`src/rtl/pong_pkg.sv`:
```
// Shared types and grid constants for the pong game sequencer.
// The 40x30 grid is addressed with 6-bit columns and 5-bit rows.
package pong_pkg;

    localparam int GRID_COLS = 40;
    localparam int GRID_ROWS = 30;
    localparam int X_W       = 6;
    localparam int Y_W       = 5;
    localparam int SCORE_W   = 4;

    localparam logic [X_W-1:0] CENTRE_X = 6'd20;
    localparam logic [Y_W-1:0] CENTRE_Y = 5'd15;

    typedef enum logic [2:0] {
        IDLE     = 3'd0,
        SERVE    = 3'd1,
        PLAY     = 3'd2,
        POINT    = 3'd3,
        GAMEOVER = 3'd4
    } game_state_t;

    // Paddle span is widened to 6 bits so top+len cannot wrap; off-grid rows simply never match.
    function automatic logic paddle_covers(
        input logic [Y_W-1:0] row,
        input logic [Y_W-1:0] top,
        input logic [X_W-1:0] len
    );
        logic [X_W-1:0] row_w;
        logic [X_W-1:0] lo_w;
        logic [X_W-1:0] hi_w;
        row_w = X_W'(row);
        lo_w  = X_W'(top);
        hi_w  = lo_w + len - 6'd1;
        return (row_w >= lo_w) && (row_w <= hi_w);
    endfunction

endpackage

```
`src/rtl/pong_frame_ticker.sv`:
```
// Frame timing for the game sequencer: vsync falling-edge tick, ball-speed divider
// and the hold counter used by SERVE/POINT. Both counters restart whenever the state changes.
module pong_frame_ticker
    import pong_pkg::*;
#(
    parameter int SPEED_DIV   = 4,
    parameter int HOLD_FRAMES = 60
) (
    input  logic        clk,
    input  logic        rst_n,
    input  logic        vsync_i,
    input  game_state_t state_i,
    output logic        frame_tick_o,
    output logic        move_tick_o,
    output logic        hold_done_o
);

    localparam int                HOLD_W    = (HOLD_FRAMES > 2) ? $clog2(HOLD_FRAMES) : 1;
    localparam logic [3:0]        DIV_LAST  = 4'(SPEED_DIV - 1);
    localparam logic [HOLD_W-1:0] HOLD_LAST = HOLD_W'(HOLD_FRAMES - 1);

    logic              vsync_q;
    logic              frame_tick_q;
    logic [3:0]        div_q;
    logic [HOLD_W-1:0] hold_q;
    game_state_t       state_seen_q;

    // Edge detect plus counters; a state change is seen one cycle after the tick that caused it.
    always_ff @(posedge clk or negedge rst_n) begin
        if (!rst_n) begin
            vsync_q      <= 1'b1;
            frame_tick_q <= 1'b0;
            div_q        <= 4'd0;
            hold_q       <= '0;
            state_seen_q <= IDLE;
        end else begin
            vsync_q      <= vsync_i;
            frame_tick_q <= vsync_q & ~vsync_i;
            if (state_i != state_seen_q) begin
                state_seen_q <= state_i;
                div_q        <= 4'd0;
                hold_q       <= '0;
            end else if (frame_tick_q) begin
                div_q <= (div_q == DIV_LAST) ? 4'd0 : div_q + 4'd1;
                if (hold_q != HOLD_LAST) begin
                    hold_q <= hold_q + 1'b1;
                end
            end
        end
    end

    assign frame_tick_o = frame_tick_q;
    assign move_tick_o  = frame_tick_q && (div_q == DIV_LAST);
    assign hold_done_o  = frame_tick_q && (hold_q == HOLD_LAST);

endmodule

```
`src/rtl/pong_game_fsm.sv`:
```
// Pong game sequencer: serve/play/point/game-over FSM, ball motion with wall and
// paddle reflection, scoring, and the ball pixel flag for the colour mux.
module pong_game_fsm
    import pong_pkg::*;
#(
    parameter int L_COL       = 0,
    parameter int COLS        = GRID_COLS,
    parameter int R_COL       = COLS - 1,
    parameter int ROWS        = GRID_ROWS,
    parameter int PADDLE_LEN  = 4,
    parameter int SPEED_DIV   = 4,
    parameter int HOLD_FRAMES = 60,
    parameter int WIN_SCORE   = 9
) (
    input  logic               clk,
    input  logic               reset,
    input  logic               vsync,
    input  logic               serve_btn,
    input  logic [Y_W-1:0]     paddle_l_top,
    input  logic [Y_W-1:0]     paddle_r_top,
    input  logic [X_W-1:0]     hori_grid,
    input  logic [Y_W-1:0]     vert_grid,
    output logic [X_W-1:0]     ball_x,
    output logic [Y_W-1:0]     ball_y,
    output logic               ball_on,
    output logic [SCORE_W-1:0] score_l,
    output logic [SCORE_W-1:0] score_r,
    output logic [2:0]         game_state
);

    localparam logic [X_W-1:0]     L_HIT_X  = X_W'(L_COL + 1);
    localparam logic [X_W-1:0]     R_HIT_X  = X_W'(R_COL - 1);
    localparam logic [Y_W-1:0]     ROW_LAST = Y_W'(ROWS - 1);
    localparam logic [X_W-1:0]     PAD_LEN  = X_W'(PADDLE_LEN);
    localparam logic [SCORE_W-1:0] WIN      = SCORE_W'(WIN_SCORE);

    game_state_t        state_q;
    logic [X_W-1:0]     x_q;
    logic [Y_W-1:0]     y_q;
    logic               dx_neg_q;
    logic               dy_neg_q;
    logic               serve_left_q;
    logic [SCORE_W-1:0] score_l_q;
    logic [SCORE_W-1:0] score_r_q;

    logic               frame_tick_s;
    logic               move_tick_s;
    logic               hold_done_s;
    logic               step_dx_neg_s;
    logic               step_dy_neg_s;
    logic [X_W-1:0]     step_x_s;
    logic [Y_W-1:0]     step_y_s;
    logic               miss_l_s;
    logic               miss_r_s;
    logic               win_reached_s;

    pong_frame_ticker #(
        .SPEED_DIV   (SPEED_DIV),
        .HOLD_FRAMES (HOLD_FRAMES)
    ) u_ticker (
        .clk          (clk),
        .rst_n        (reset),
        .vsync_i      (vsync),
        .state_i      (state_q),
        .frame_tick_o (frame_tick_s),
        .move_tick_o  (move_tick_s),
        .hold_done_o  (hold_done_s)
    );

    // One ball step: wall reflection first, so the paddle test sees the already-reflected row.
    always_comb begin
        step_dy_neg_s = dy_neg_q;
        if ((y_q == 5'd0) && dy_neg_q) begin
            step_dy_neg_s = 1'b0;
        end else if ((y_q == ROW_LAST) && !dy_neg_q) begin
            step_dy_neg_s = 1'b1;
        end else begin
            step_dy_neg_s = dy_neg_q;
        end
        step_y_s      = step_dy_neg_s ? (y_q - 5'd1) : (y_q + 5'd1);
        step_dx_neg_s = dx_neg_q;
        step_x_s      = dx_neg_q ? (x_q - 6'd1) : (x_q + 6'd1);
        miss_l_s      = 1'b0;
        miss_r_s      = 1'b0;
        if (dx_neg_q && (x_q == L_HIT_X)) begin
            if (paddle_covers(step_y_s, paddle_l_top, PAD_LEN)) begin
                step_dx_neg_s = 1'b0;
                step_x_s      = x_q + 6'd1;
            end else begin
                miss_l_s = 1'b1;
            end
        end else if (!dx_neg_q && (x_q == R_HIT_X)) begin
            if (paddle_covers(step_y_s, paddle_r_top, PAD_LEN)) begin
                step_dx_neg_s = 1'b1;
                step_x_s      = x_q - 6'd1;
            end else begin
                miss_r_s = 1'b1;
            end
        end else begin
            step_dx_neg_s = dx_neg_q;
        end
    end

    assign win_reached_s = (score_l_q == WIN) || (score_r_q == WIN);

    // Game FSM and ball/score registers; everything advances only on a frame tick.
    always_ff @(posedge clk or negedge reset) begin
        if (!reset) begin
            state_q      <= IDLE;
            x_q          <= CENTRE_X;
            y_q          <= CENTRE_Y;
            dx_neg_q     <= 1'b0;
            dy_neg_q     <= 1'b0;
            serve_left_q <= 1'b0;
            score_l_q    <= 4'd0;
            score_r_q    <= 4'd0;
        end else if (frame_tick_s) begin
            case (state_q)
                IDLE: begin
                    if (serve_btn) begin
                        state_q   <= SERVE;
                        score_l_q <= 4'd0;
                        score_r_q <= 4'd0;
                        x_q       <= CENTRE_X;
                        y_q       <= CENTRE_Y;
                        dx_neg_q  <= serve_left_q;
                        dy_neg_q  <= 1'b0;
                    end
                end
                SERVE: begin
                    x_q      <= CENTRE_X;
                    y_q      <= CENTRE_Y;
                    dx_neg_q <= serve_left_q;
                    dy_neg_q <= 1'b0;
                    if (hold_done_s) begin
                        state_q <= PLAY;
                    end
                end
                PLAY: begin
                    if (move_tick_s) begin
                        if (miss_l_s) begin
                            state_q      <= POINT;
                            serve_left_q <= 1'b1;
                            if (score_r_q != WIN) begin
                                score_r_q <= score_r_q + 4'd1;
                            end
                        end else if (miss_r_s) begin
                            state_q      <= POINT;
                            serve_left_q <= 1'b0;
                            if (score_l_q != WIN) begin
                                score_l_q <= score_l_q + 4'd1;
                            end
                        end else begin
                            x_q      <= step_x_s;
                            y_q      <= step_y_s;
                            dx_neg_q <= step_dx_neg_s;
                            dy_neg_q <= step_dy_neg_s;
                        end
                    end
                end
                POINT: begin
                    if (hold_done_s) begin
                        if (win_reached_s) begin
                            state_q <= GAMEOVER;
                        end else begin
                            state_q  <= SERVE;
                            x_q      <= CENTRE_X;
                            y_q      <= CENTRE_Y;
                            dx_neg_q <= serve_left_q;
                            dy_neg_q <= 1'b0;
                        end
                    end
                end
                GAMEOVER: begin
                    if (serve_btn) begin
                        state_q <= IDLE;
                    end
                end
                default: begin
                    state_q <= IDLE;
                end
            endcase
        end
    end

    assign ball_x     = x_q;
    assign ball_y     = y_q;
    assign score_l    = score_l_q;
    assign score_r    = score_r_q;
    assign game_state = state_q;
    assign ball_on    = (hori_grid == x_q) && (vert_grid == y_q) &&
                        (state_q != IDLE) && (state_q != GAMEOVER);

endmodule

```
`config.mk`:
```
export PLATFORM = sky130hd
export DESIGN_NAME = pong_game_fsm
export DESIGN_NICKNAME = d
export VERILOG_FILES = /design/src/rtl/pong_pkg.sv /design/src/rtl/pong_frame_ticker.sv /design/src/rtl/pong_game_fsm.sv
export SDC_FILE = /design/constraint.sdc
export NUM_CORES = 1
export LEC_CHECK = 0
export ABC_AREA = 1
export CELL_PAD_IN_SITES_DETAIL_PLACEMENT = 1
export CELL_PAD_IN_SITES_GLOBAL_PLACEMENT = 2
export CORE_AREA = 2 2 99 101
export DETAILED_ROUTE_END_ITERATION = 8
export DIE_AREA = 0 0 101 103
export DONT_BUFFER_PORTS = 1
export PLACE_DENSITY = 0.82
export SYNTH_ARGS = -nofsm -noshare
export SYNTH_HDL_FRONTEND = slang
export SYNTH_SLANG_ARGS = --single-unit
```
`constraint.sdc`:
```
create_clock -name clk -period 4.6 [get_ports clk]
set_clock_uncertainty 0.05 [all_clocks]
set_input_delay 0.92 -clock clk [delete_from_list [all_inputs] [get_ports clk]]
set_output_delay 0.92 -clock clk [all_outputs]
set_load 0.05 [all_outputs]
```
# Word level (Yosys, flattened, before mapping)
# Cells that the tools add are included.
# op_classes
addsub	12
multipliers	0
n_div	0
magnitude_cmp	4
eq_ne	34
n_shift	0
mux	72
bitwise	2
reduce_logical	29
# op_table
op	n
6-bit 2-to-1 mux	14
4-bit 2-to-1 mux	11
5-bit 2-to-1 mux	7
1-bit 2-to-1 mux	25
3-bit 2-to-1 mux	8
2-bit != test, second input constant	12
6-bit case mux with 4 select lines	1
5-bit case mux with 4 select lines	1
6-bit by 1-bit subtractor with 6-bit output, second input constant	3
4-bit case mux with 2 select lines	2
3-bit != test, second input constant	5
3-bit case mux with 5 select lines	1
7-bit AND reduction	2
4-bit by 1-bit adder with 4-bit output, second input constant	3
5-bit by 3-bit adder with 6-bit output, second input constant	2
6-bit by 1-bit adder with 6-bit output, second input constant	2
6-bit == test, second input constant	2
5-bit by 6-bit <= comparator with 1-bit output	2
1-bit logical AND	11
11-bit AND reduction	1
5-bit >= comparator	2
4-bit == test, second input constant	2
4-bit != test, second input constant	2
1-bit case mux with 4 select lines	2
25 further kinds	30
# totals
regBits	40
latchBits	0
ramBits	0
rom_bits	0
in_bits	25
out_inout_bits	23
wordCells	166
memories	0

# Logic depth before layout (Yosys ltp)
# Gate-level depths: netlist of run 1.
# depth
ltp_word	14
ltp_mapped	25
ltp_nobuf	25

# Modules after synthesis
# A second synthesis of run 1 with hierarchy kept.
# unflattened
cells_unflattened	494
area_unflattened_um2	3550.9
# by_module_without_submodules
module	n_inst	cells_each	area_each_um2	seq_area_each_um2
pong_game_fsm	1	393	2748.9	633.1
pong_frame_ticker	1	101	802.0	376.6

# Worst setup path before layout of run 1
# OpenSTA, ideal clock, no wires.
# synth_path
path_kind	register to register
start	reg y_q[0], in the netlist ball_y[0]
end	reg dx_neg_q
setup_ns	0.117
arrival_time_ns	3.408
t_required_ns	4.433
slack_ns	1.025
stages_incl_launch_ff	24
n_path_buf	1
period_less_slack_ns	3.575
path_cell_list	dfstp_2 inv_1 o21ai_0 nand2_1 nand2_1 ha_1 nand2_1 nand2_1 a21oi_1 xor2_1 ha_1 nand2_1 inv_1 nand4_1 nand2_1 inv_1 nand2_1 nand2_2 nand3_1 nand2_2 nor2_8 buf_12 nand3_2 nand2_1
# synth_between
elab_chain_len	12
word_cells_on_any_way	25
classes_between	add/sub (2); order compare (4); eq/ne (5); mux (8); reduce/logical (6)
# synth_lines
item	line	source
start, declared	pong_game_fsm.sv:39	logic [Y_W-1:0] y_q;
start signal, assigned	pong_game_fsm.sv:155	y_q <= step_y_s;
5-bit == test	pong_game_fsm.sv:75	end else if ((y_q == ROW_LAST) && !dy_neg_q) begin
1-bit logical AND	pong_game_fsm.sv:75	
1-bit 2-to-1 mux	pong_game_fsm.sv:75	
1-bit 2-to-1 mux	pong_game_fsm.sv:73	if ((y_q == 5'd0) && dy_neg_q) begin
5-bit 2-to-1 mux (*)	pong_game_fsm.sv:80	step_y_s = step_dy_neg_s ? (y_q - 5'd1) : (y_q + 5'd1);
5-bit by 6-bit <= comparator with 1-bit output or 5-bit >= comparator (tied branches)	pong_pkg.sv:34	return (row_w >= lo_w) && (row_w <= hi_w);
1-bit logical AND	pong_pkg.sv:34	
1-bit 2-to-1 mux	pong_game_fsm.sv:93	if (paddle_covers(step_y_s, paddle_r_top, PAD_LEN)) begin
1-bit 2-to-1 mux	pong_game_fsm.sv:92	end else if (!dx_neg_q && (x_q == R_HIT_X)) begin
1-bit 2-to-1 mux	pong_game_fsm.sv:85	if (dx_neg_q && (x_q == L_HIT_X)) begin
2-bit != test (no source line)	-	
11-bit AND reduction (no source line) (*)	-	
end signal, assigned	pong_game_fsm.sv:126	dx_neg_q <= serve_left_q;
end signal, assigned	pong_game_fsm.sv:133	dx_neg_q <= serve_left_q;
end signal, assigned	pong_game_fsm.sv:156	dx_neg_q <= step_dx_neg_s;
end, declared	pong_game_fsm.sv:40	logic dx_neg_q;
# Mark *: on every way between the ends. The rest lies on a longest branch, timed or not.
# A chain may end at the register's enable or synchronous reset.

# Worst setup path after layout of run 1
# layout_path
start	reg y_q[2], in the netlist ball_y[2]
end	reg y_q[2], in the netlist ball_y[2]
# layout_between
elab_chain_len	12
word_cells_on_any_way	27
classes_between	add/sub (2); order compare (4); eq/ne (3); mux (12); reduce/logical (6)
# layout_lines
item	line
5-bit == test	pong_game_fsm.sv:75
1-bit logical AND	pong_game_fsm.sv:75
1-bit 2-to-1 mux	pong_game_fsm.sv:75
1-bit 2-to-1 mux	pong_game_fsm.sv:73
5-bit 2-to-1 mux (*)	pong_game_fsm.sv:80
5-bit by 6-bit <= comparator with 1-bit output or 5-bit >= comparator (tied branches)	pong_pkg.sv:34
1-bit logical AND	pong_pkg.sv:34
1-bit 2-to-1 mux	pong_game_fsm.sv:93
1-bit 2-to-1 mux	pong_game_fsm.sv:92
1-bit 2-to-1 mux	pong_game_fsm.sv:85
2-bit != test (no source line)	-
8-bit AND reduction (no source line)	-
# Mark *: on every way between the ends. The rest lies on a longest branch, timed or not. The select of a mux whose other input is x is not followed.

==> results.yml, run 1 <==
sta:
  worst_slack_ns: 0.504
  hold_ws_ns: 0.246
  hold_violations: 0
  final_max_slew_viol_count: 0
  finalCritPeriodShare: 0.890
  fmax_mhz: 244
  period_minus_slack_ns: 4.10
  report.final.setup_viol: 0
  maxSlewHeadroom: 0.415
  setup_tns_ns: 0
  worst_pin_slew_ns: 0.874
  rsz0062_at_grt: "no"
clock_network:
  cts_htree_levels: 2
  cts_root_buf: "clkbuf_8"
  cts_sinks: 40
  cts_setup_buffers: 0
  cts-resized-gates: 0
  cts.clk_slew.worst_paths_ns: 0.09
  cts_tree: "yes"
  clk_path_buf_depth: 2
  cts_inserted_buffers: 5
  clock_latency_ns: 0.31
  cts-hold-fix-buffers: 0
placement:
  dp.cells: 556
  portBuffers: 0
  dp_hpwl_um: 6750
  dp_slack_ns: 0.480
  place.gp.congestion: 0.853
  dpl_cell_area_um2: 3470
die:
  io_pins: 48
  rows: 36
  dieArea_um2: 10400
  die_y_um: 103
  fp.dieW_um: 101
  initial_core_util: 0.358
  core_area_um2: 9460
setup_path:
  crit_path_start_kind: "flop"
  reg2reg_depth: 21
  crit_arrival_ns: 4.29
  r2r-end: "ball_y[2]$_DFFE_PN1P_"
  required_ns: 4.79
  reg2reg_setup_slack_ns: 0.50
  r2r-start: "ball_y[2]$_DFFE_PN1P_"
  path_class: "flop to flop"
  worstSetupEndpointType: "flop"
  path_max_fanout: 16
grt:
  overflow: 0
  grt_pass1_wl_um: 14600
  track_usage: 0.178
  grt_pass1_vias: 3115
  grt_max_degree: 41
  grt_antenna_before_repair: 0
yosys:
  ys_async_sr_fraction: 1.00
  yosysTopAreaCell: "dfrtp_1"
  ys_types: 41
  ys_warn_count: 0
  synthTopCellsByArea: "dfrtp_1 24%, ha_1 12%, nand2_1 12%"
  synthCells: 450
  syn_nets: 509
  synth_most_common_cell: "nand2_1"
  yosysSeqAreaShare: 0.298
  ys.flop_type: "dfrtp_1"
  synth_edf_count: 0
  synthTopCellsByCount: "110 x nand2_1, 59 x inv_1, 38 x nand3_1"
  synth_top_area_share: 0.244
  post_synth.cell_area_avg_um2: 7.52
  synth-seq-cells: 40
  syn-cell-area_um2: 3380
finish:
  fillerInstances: 1182
  antenna_cells: 0
  drive_gt1_frac: 0.138
  final_area_um2: 3590
  fin_nets: 508
  final_util: 0.379
  finalNonFillerCells: 564
  syn2layout_area_growth_pct: 5.95
pwr:
  cellLeakagePower_nw: 1.78
  total_power_mw: 2.44
  internal_power_mw: 1.09
  vdd_drop_max_v: 0.000241
  seqPwrFrac: 0.324
  p_sw_frac: 0.554
  power_switching_mw: 1.35
  clock_power_share: 0.127
  power_density_nw_per_um2: 680
  combPwrFrac: 0.549
route:
  ant_nets: 0
  drcViolationCount: 0
  via_count: 2943
  wire_per_inst_um: 15.2
  drt_iter0_markers: 55
  first_pass_iters: 4
  wl_um: 8600
  viasPerCell: 5.22
flow_run:
  max-cap-violations: 0
hold_path:
  min_path_type: "primary input to asynchronous set/reset pin"
run_status:
  outcome: "finished clean"
## cell families after synthesis
family,count (synthesis),synth area share
flip-flops,40,0.298
AND/OR/NAND/NOR,211,0.298
AO/OA/AOI/OAI,59,0.105
XOR/XNOR,29,0.0750
buffers and inverters,77,0.0965
adder cells (fa/ha/maj),34,0.128
## flip-flops by register name (all words and copies together), names as in the netlist
name	cells
ball_x	6
ball_y	5
serve_left_q	1
u_ticker.frame_tick_o	1
score_r	4
score_l	4
dy_neg_q	1
u_ticker.div_q	4
dx_neg_q	1
u_ticker.hold_q	6
game_state	3
u_ticker.vsync_q	1
u_ticker.state_seen_q	3
## how the worst max path moves through the flow
| stage | end | depth (start not counted) | slack, ns | start |
|---|---|---|---|---|
| floorplan | dx_neg_q$_DFFE_PN0P_ | 23 | 1.03 | ball_y[0]$_DFFE_PN1P_ |
| global placement | ball_y[2]$_DFFE_PN1P_ | 21 | 0.69 | ball_y[2]$_DFFE_PN1P_ |
| detailed placement | ball_y[2]$_DFFE_PN1P_ | 21 | 0.48 | ball_y[2]$_DFFE_PN1P_ |
| CTS | ball_y[2]$_DFFE_PN1P_ | 21 | 0.43 | ball_y[2]$_DFFE_PN1P_ |
| global route | ball_y[2]$_DFFE_PN1P_ | 22 | 0.02 | ball_y[2]$_DFFE_PN1P_ |
| finish | ball_y[2]$_DFFE_PN1P_ | 21 | 0.50 | ball_y[2]$_DFFE_PN1P_ |
## area by class of cell
cell class	count	area (µm²)	area share
multi-input cells	333	2050	0.571
flip-flops and latches	40	1010	0.282
inverters	66	248	0.0691
well taps	114	143	0.0398
clock buffers	5	68.8	0.0192
clock inverters	3	46.3	0.0129
repair buffers	3	22.5	0.00628
## layout by cell type, fill, tap and decap left out, types with 2 or more instances in the layout
| cell | synthesis | final |
|---|---|---|
| nand2_1 | 110 | 110 |
| inv_1 | 59 | 59 |
| nand3_1 | 38 | 38 |
| ha_1 | 33 | 33 |
| dfrtp_1 | 33 | 33 |
| o21ai_0 | 28 | 28 |
| xor2_1 | 21 | 21 |
| nor2_1 | 20 | 20 |
| a21oi_1 | 12 | 12 |
| nand2_2 | 11 | 11 |
| nand4_1 | 10 | 10 |
| o21ai_2 | 9 | 9 |
| xnor2_1 | 8 | 8 |
| inv_2 | 7 | 7 |
| dfstp_2 | 7 | 7 |
| nand3_2 | 6 | 6 |
| clkbuf_8 | 0 | 5 |
| nor3_1 | 4 | 4 |
| nor2_2 | 3 | 3 |
| buf_4 | 3 | 3 |
| o21ai_1 | 2 | 2 |
| nor2_4 | 2 | 2 |
## power groups by stage
stage / Sequential, mW / Combinational (mW) / Clock, mW
2_1_floorplan: 0.786 / 1.04 / 0
3_3_place_gp: 0.795 / 1.31 / 0
3_5_place_dp: 0.800 / 1.36 / 0
6_report: 0.789 / 1.34 / 0.310
4_1_cts: 0.794 / 1.37 / 0.318
5_1_grt: 0.810 / 1.56 / 0.330
## critical path, stage by stage, from the launching register on
cell and delay (ns):
dfstp_2 0.75, nand3_1 0.13, o21ai_0 0.15, nand2_1 0.07, nand2_1 0.19, ha_1 0.34, nand2_1 0.10, nand2_1 0.05
a21oi_1 0.15, xor2_1 0.47, ha_1 0.34, nand2_1 0.07, inv_1 0.05, nand2_1 0.06, nand2_1 0.04, nand3_1 0.14
nand2_4 0.10, nand3_2 0.08, nand2_2 0.10, nor2_8 0.28, o21ai_0 0.22, o21ai_2 0.09
## routing by layer
layer	wire (µm)	track usage	up-vias
li1	-	-	1453
met1	3910	0.216	1432
met2	4250	0.325	50
met3	348	0.0332	8
met4	92	0.0447	0
met5	0	0	-
Note: power is estimated with default switching activity, not from simulation.
==> inputs of run 2 (changes only) <==
- clock period: 4.6 -> 4.3 ns (I/O delays scaled with it)
==> results.yml, run 2 (same netlist as run 1, synthesis figures left out) <==
run_status:
  outcome: "finished clean"
pwr:
  power_density_nw_per_um2: 728
  vdd_drop_max_v: 0.000248
  cellLeakagePower_nw: 1.80
setup_path:
  cp_cell_sequence: "buf_4 -> o21ai_0 -> nand2_1 -> ha_1 -> nand2_1 -> nand2_1 -> a21oi_1 -> xor2_1 -> ha_1 -> nand2_1 -> inv_1 -> nand2_1 -> nand2_1 -> nand3_1 -> nand2_4 -> nand3_2 -> nand2_2 -> nor2_8 -> inv_2 -> nand2_1 -> o21ai_1"
  path_class: "flop to flop"
  worstSetupEndpointType: "flop"
  required_ns: 4.44
  crit_path_start_kind: "flop"
  path_max_fanout: 16
  slowest_stage: "dfstp_2"
  crit_arrival_ns: 3.87
  cp.buffers_inverters: 3
  slowest_delay_ns: 0.53
  crit_top_cell: "nand2_1"
  path_delay_family: "simple AND/OR/NAND/NOR gates"
finish:
  final_common_cell: "nand2_1"
  mostFrequentLayoutCells: "110 x nand2_1, 59 x inv_1, 38 x nand3_1, 33 x ha_1, 33 x dfrtp_1"
  antenna_cells: 0
  drive_gt1_frac: 0.143
  final_area_um2: 3610
  fin_nets: 511
  syn2layout_area_growth_pct: 6.80
clock_network:
  cts-hold-fix-buffers: 0
  cts.clk_slew.worst_paths_ns: 0.09
  clk_path_buf_depth: 2
  cts_inserted_buffers: 5
  cts_tree: "yes"
  clock_latency_ns: 0.30
  cts_sinks: 40
  cts_root_buf: "clkbuf_8"
  cts_htree_levels: 2
  cts-resized-gates: 0
  cts_setup_buffers: 0
sta:
  rsz0062_at_grt: "no"
  fmax_mhz: 268
  hold_violations: 0
  setup_tns_ns: 0
  finalCritPeriodShare: 0.867
  final_max_slew_viol_count: 0
  report.final.setup_viol: 0
  worst_pin_slew_ns: 0.938
  maxSlewHeadroom: 0.372
  period_minus_slack_ns: 3.73
route:
  wl_um: 8530
  wire_per_inst_um: 15.1
  drt_iter0_markers: 63
  viasPerCell: 5.23
  drcViolationCount: 0
  ant_nets: 0
  first_pass_iters: 4
  via_count: 2968
grt:
  track_usage: 0.178
  grt_antenna_before_repair: 0
  grt_pass1_wl_um: 14800
  overflow: 0
  grt_pass1_vias: 3116
  grt_max_degree: 41
placement:
  dpl_cell_area_um2: 3490
  dp_hpwl_um: 6750
  place.gp.congestion: 0.806
  portBuffers: 0
die:
  initial_core_util: 0.358
  rows: 36
  die_y_um: 103
  io_pins: 48
  dieArea_um2: 10400
  fp.dieW_um: 101
  core_area_um2: 9460
flow_run:
  max-cap-violations: 0
hold_path:
  min_path_type: "primary input to asynchronous set/reset pin"
-- run 2: changes by cell type in the layout (fill, tap and decap cells not counted) --
cell	before	now
clkinv_4	0	1
inv_6	1	0
clkbuf_8	5	6
buf_4	3	6
clkinvlp_4	1	0
-- run 2: report_power, final --
part	total (mW)	internal, mW	switching (mW)	leakage [nW]
sequential	0.803	0.488	0.315	0.522
clock	0.341	0.190	0.151	0.0614
combinational	1.49	0.513	0.974	1.22
-- run 2: final timing paths --
kind,from,cells past startpoint,slack [ns],endpoint
min in group clk,u_ticker.vsync_q$_DFF_PN1_,2,0.42,u_ticker.frame_tick_o$_DFF_PN0_
worst max register to register,ball_y[1]$_DFFE_PN1P_,21,0.57,ball_x[3]$_DFFE_PN0P_
max in group asynchronous,reset,0,3.83,u_ticker.vsync_q$_DFF_PN1_
worst min register to register,u_ticker.vsync_q$_DFF_PN1_,2,0.42,u_ticker.frame_tick_o$_DFF_PN0_
worst max-delay path,ball_y[1]$_DFFE_PN1P_,21,0.57,ball_x[3]$_DFFE_PN0P_
worst min-delay path,reset,0,0.19,serve_left_q$_DFFE_PN0P_
-- run 2: area by class of cell --
cell class | count | area (µm²)
flip-flops and latches | 40 | 1010
inverters | 66 | 248
fillers | 1186 | 5840
multi-input cells | 333 | 2050
repair buffers | 6 | 45.0
clock buffers | 6 | 82.6
clock inverters | 2 | 38.8
well taps | 114 | 143
-- run 2: layer usage --
metal / vias up / share of wire / track usage
met5: - / 0 / 0
met4: 0 / 0.0070 / 0.0322
met3: 9 / 0.037 / 0.0366
met2: 46 / 0.48 / 0.316
met1: 1455 / 0.47 / 0.226
li1: 1458 / - / -
-- run 2: per-stage QoR --
stage	setup WS, ns	cells	hold WS, ns	utilization	total power, mW
6_report	0.572	567	0.191	0.382	2.63
5_1_grt	0.141	567	0.172	0.382	2.93
4_1_cts	0.506	567	0.180	0.382	2.67
3_5_place_dp	0.544	559	0.408	0.369	2.32
3_3_place_gp	0.596	559	0.399	0.369	2.27
2_1_floorplan	0.725	450	0.393	-	1.96
==> inputs of run 3 (changes only) <==
- CORE_AREA: 2 2 99 101 -> 2 2 106 108
- DIE_AREA: 0 0 101 103 -> 0 0 108 110
- DONT_BUFFER_PORTS: 1 -> unset
- PLACE_DENSITY: 0.82 -> 0.83
==> results.yml, run 3 (same netlist as run 1, synthesis figures left out) <==
route:
  wl_met2_um: 4270
  wire_per_inst_um: 14.0
  drt_iter0_markers: 127
  dr.max_layer_used: "met4"
  ant_nets: 0
  wl_met3_um: 232
  met1Wirelength_um: 4260
  drcViolationCount: 0
  first_pass_iters: 4
  wl_um: 8860
  via_count: 3041
  viasPerCell: 4.80
grt:
  overflow: 0
  grt_pass1_wl_um: 15300
  grt_pass1_vias: 3135
  grt_max_degree: 41
  track_usage: 0.160
  grt_antenna_before_repair: 0
die:
  io_pins: 48
  core_area_um2: 10700
  fp.dieW_um: 108
  dieArea_um2: 11900
  die_y_um: 110
  initial_core_util: 0.316
  rows: 38
placement:
  dpl_cell_area_um2: 3950
  portBuffers: 47
  dp_slack_ns: 0.304
  dp_hpwl_um: 6940
  dp.cells: 626
  place.gp.congestion: 0.797
sta:
  finalCritPeriodShare: 0.904
  maxSlewHeadroom: 0.391
  final_max_slew_viol_count: 0
  hold_violations: 0
  worst_slack_ns: 0.412
  report.final.setup_viol: 0
  rsz0062_at_grt: "no"
  fmax_mhz: 257
  hold_ws_ns: 0.415
  worst_pin_slew_ns: 0.914
  period_minus_slack_ns: 3.89
  setup_tns_ns: 0
pwr:
  seqPwrFrac: 0.242
  p_sw_frac: 0.529
  internal_power_mw: 1.30
  combPwrFrac: 0.635
  vdd_drop_max_v: 0.000345
  cellLeakagePower_nw: 1.95
  total_power_mw: 2.75
  power_density_nw_per_um2: 675
  clock_power_share: 0.123
  power_switching_mw: 1.45
hold_path:
  min_from: "u_ticker.vsync_q$_DFF_PN1_"
  min_path_type: "flop to flop"
setup_path:
  reg2reg_setup_slack_ns: 0.41
  worstSetupEndpointType: "flop"
  r2r-start: "ball_y[0]$_DFFE_PN1P_"
  required_ns: 4.44
  crit_path_start_kind: "flop"
  crit_path_start: "ball_y[0]$_DFFE_PN1P_"
  path_max_fanout: 16
  crit_arrival_ns: 4.03
  path_class: "flop to flop"
clock_network:
  clk_path_buf_depth: 2
  cts-hold-fix-buffers: 0
  cts.clk_slew.worst_paths_ns: 0.08
  clock_latency_ns: 0.31
  cts_sinks: 40
  cts_tree: "yes"
  cts_htree_levels: 2
  cts_root_buf: "clkbuf_8"
  cts_inserted_buffers: 5
finish:
  finalNonFillerCells: 634
  drive_gt1_frac: 0.123
  fin_nets: 552
  antenna_cells: 0
  final_common_cell: "nand2_1"
  fillerInstances: 1327
  syn2layout_area_growth_pct: 20.4
  final_area_um2: 4080
  final_util: 0.381
  mostFrequentLayoutCells: "110 x nand2_1, 59 x inv_1, 46 x clkdlybuf4s50_1, 38 x nand3_1"
flow_run:
  max-cap-violations: 0
run_status:
  outcome: "finished clean"
## run 3: changes by cell type in the layout (fill, tap and decap cells not counted), sizes merged
cell,change
buf,-5
clkdlybuf4s50,+46
## run 3: final timing paths
kind | endpoint | cells past startpoint
setup / recovery | ball_x[3]$_DFFE_PN0P_ | 19
hold / removal | u_ticker.frame_tick_o$_DFF_PN0_ | 2
setup reg to reg | ball_x[3]$_DFFE_PN0P_ | 19
hold reg to reg | u_ticker.frame_tick_o$_DFF_PN0_ | 2
max in group asynchronous | ball_x[3]$_DFFE_PN0P_ | 1
min in group asynchronous | dx_neg_q$_DFFE_PN0P_ | 1
## run 3: per-layer routing
layer  GRT usage  vias up
met5           0        -
met4      0.0348        0
met3      0.0229       10
met2       0.283       39
met1       0.208     1455
li1            -     1537
## run 3: power groups by stage
stage	combinational, mW	sequential [mW]	clock, mW
2_1_floorplan	1.11	0.840	0
3_3_place_gp	1.74	0.672	0
3_5_place_dp	1.76	0.675	0
4_1_cts	1.77	0.669	0.350
5_1_grt	1.99	0.687	0.361
6_report	1.75	0.665	0.338
## run 3: worst max-delay path, cell delays in order (launching register included)
cell     delay [ns]
dfstp_2        0.65
inv_1          0.15
o21ai_0        0.20
nand2_1        0.07
nand2_1        0.21
ha_1           0.34
xor2_1         0.47
ha_1           0.35
a21oi_1        0.12
o21ai_0        0.12
nand2_1        0.08
nand2_1        0.05
nand3_1        0.13
nand2_4        0.09
nand3_2        0.08
nand2_2        0.10
nor2_8         0.27
inv_2          0.11
nand2_1        0.08
o21ai_1        0.06
## run 3: repair_timing
item / CTS / global route
setup endpoints to repair: 0 / 10
gates resized for setup: 0 / 1
buffers inserted: 0 / 0
## run 3: area by class of cell
class	instances	area [µm²]	share of cell area
sequential	40	1010	0.248
multi-input combinational	333	2060	0.504
tap	140	175	0.0430
clock inverter	2	38.8	0.00952
inverter	66	248	0.0608
timing repair buffer	47	465	0.114
clock buffer	6	82.6	0.0203
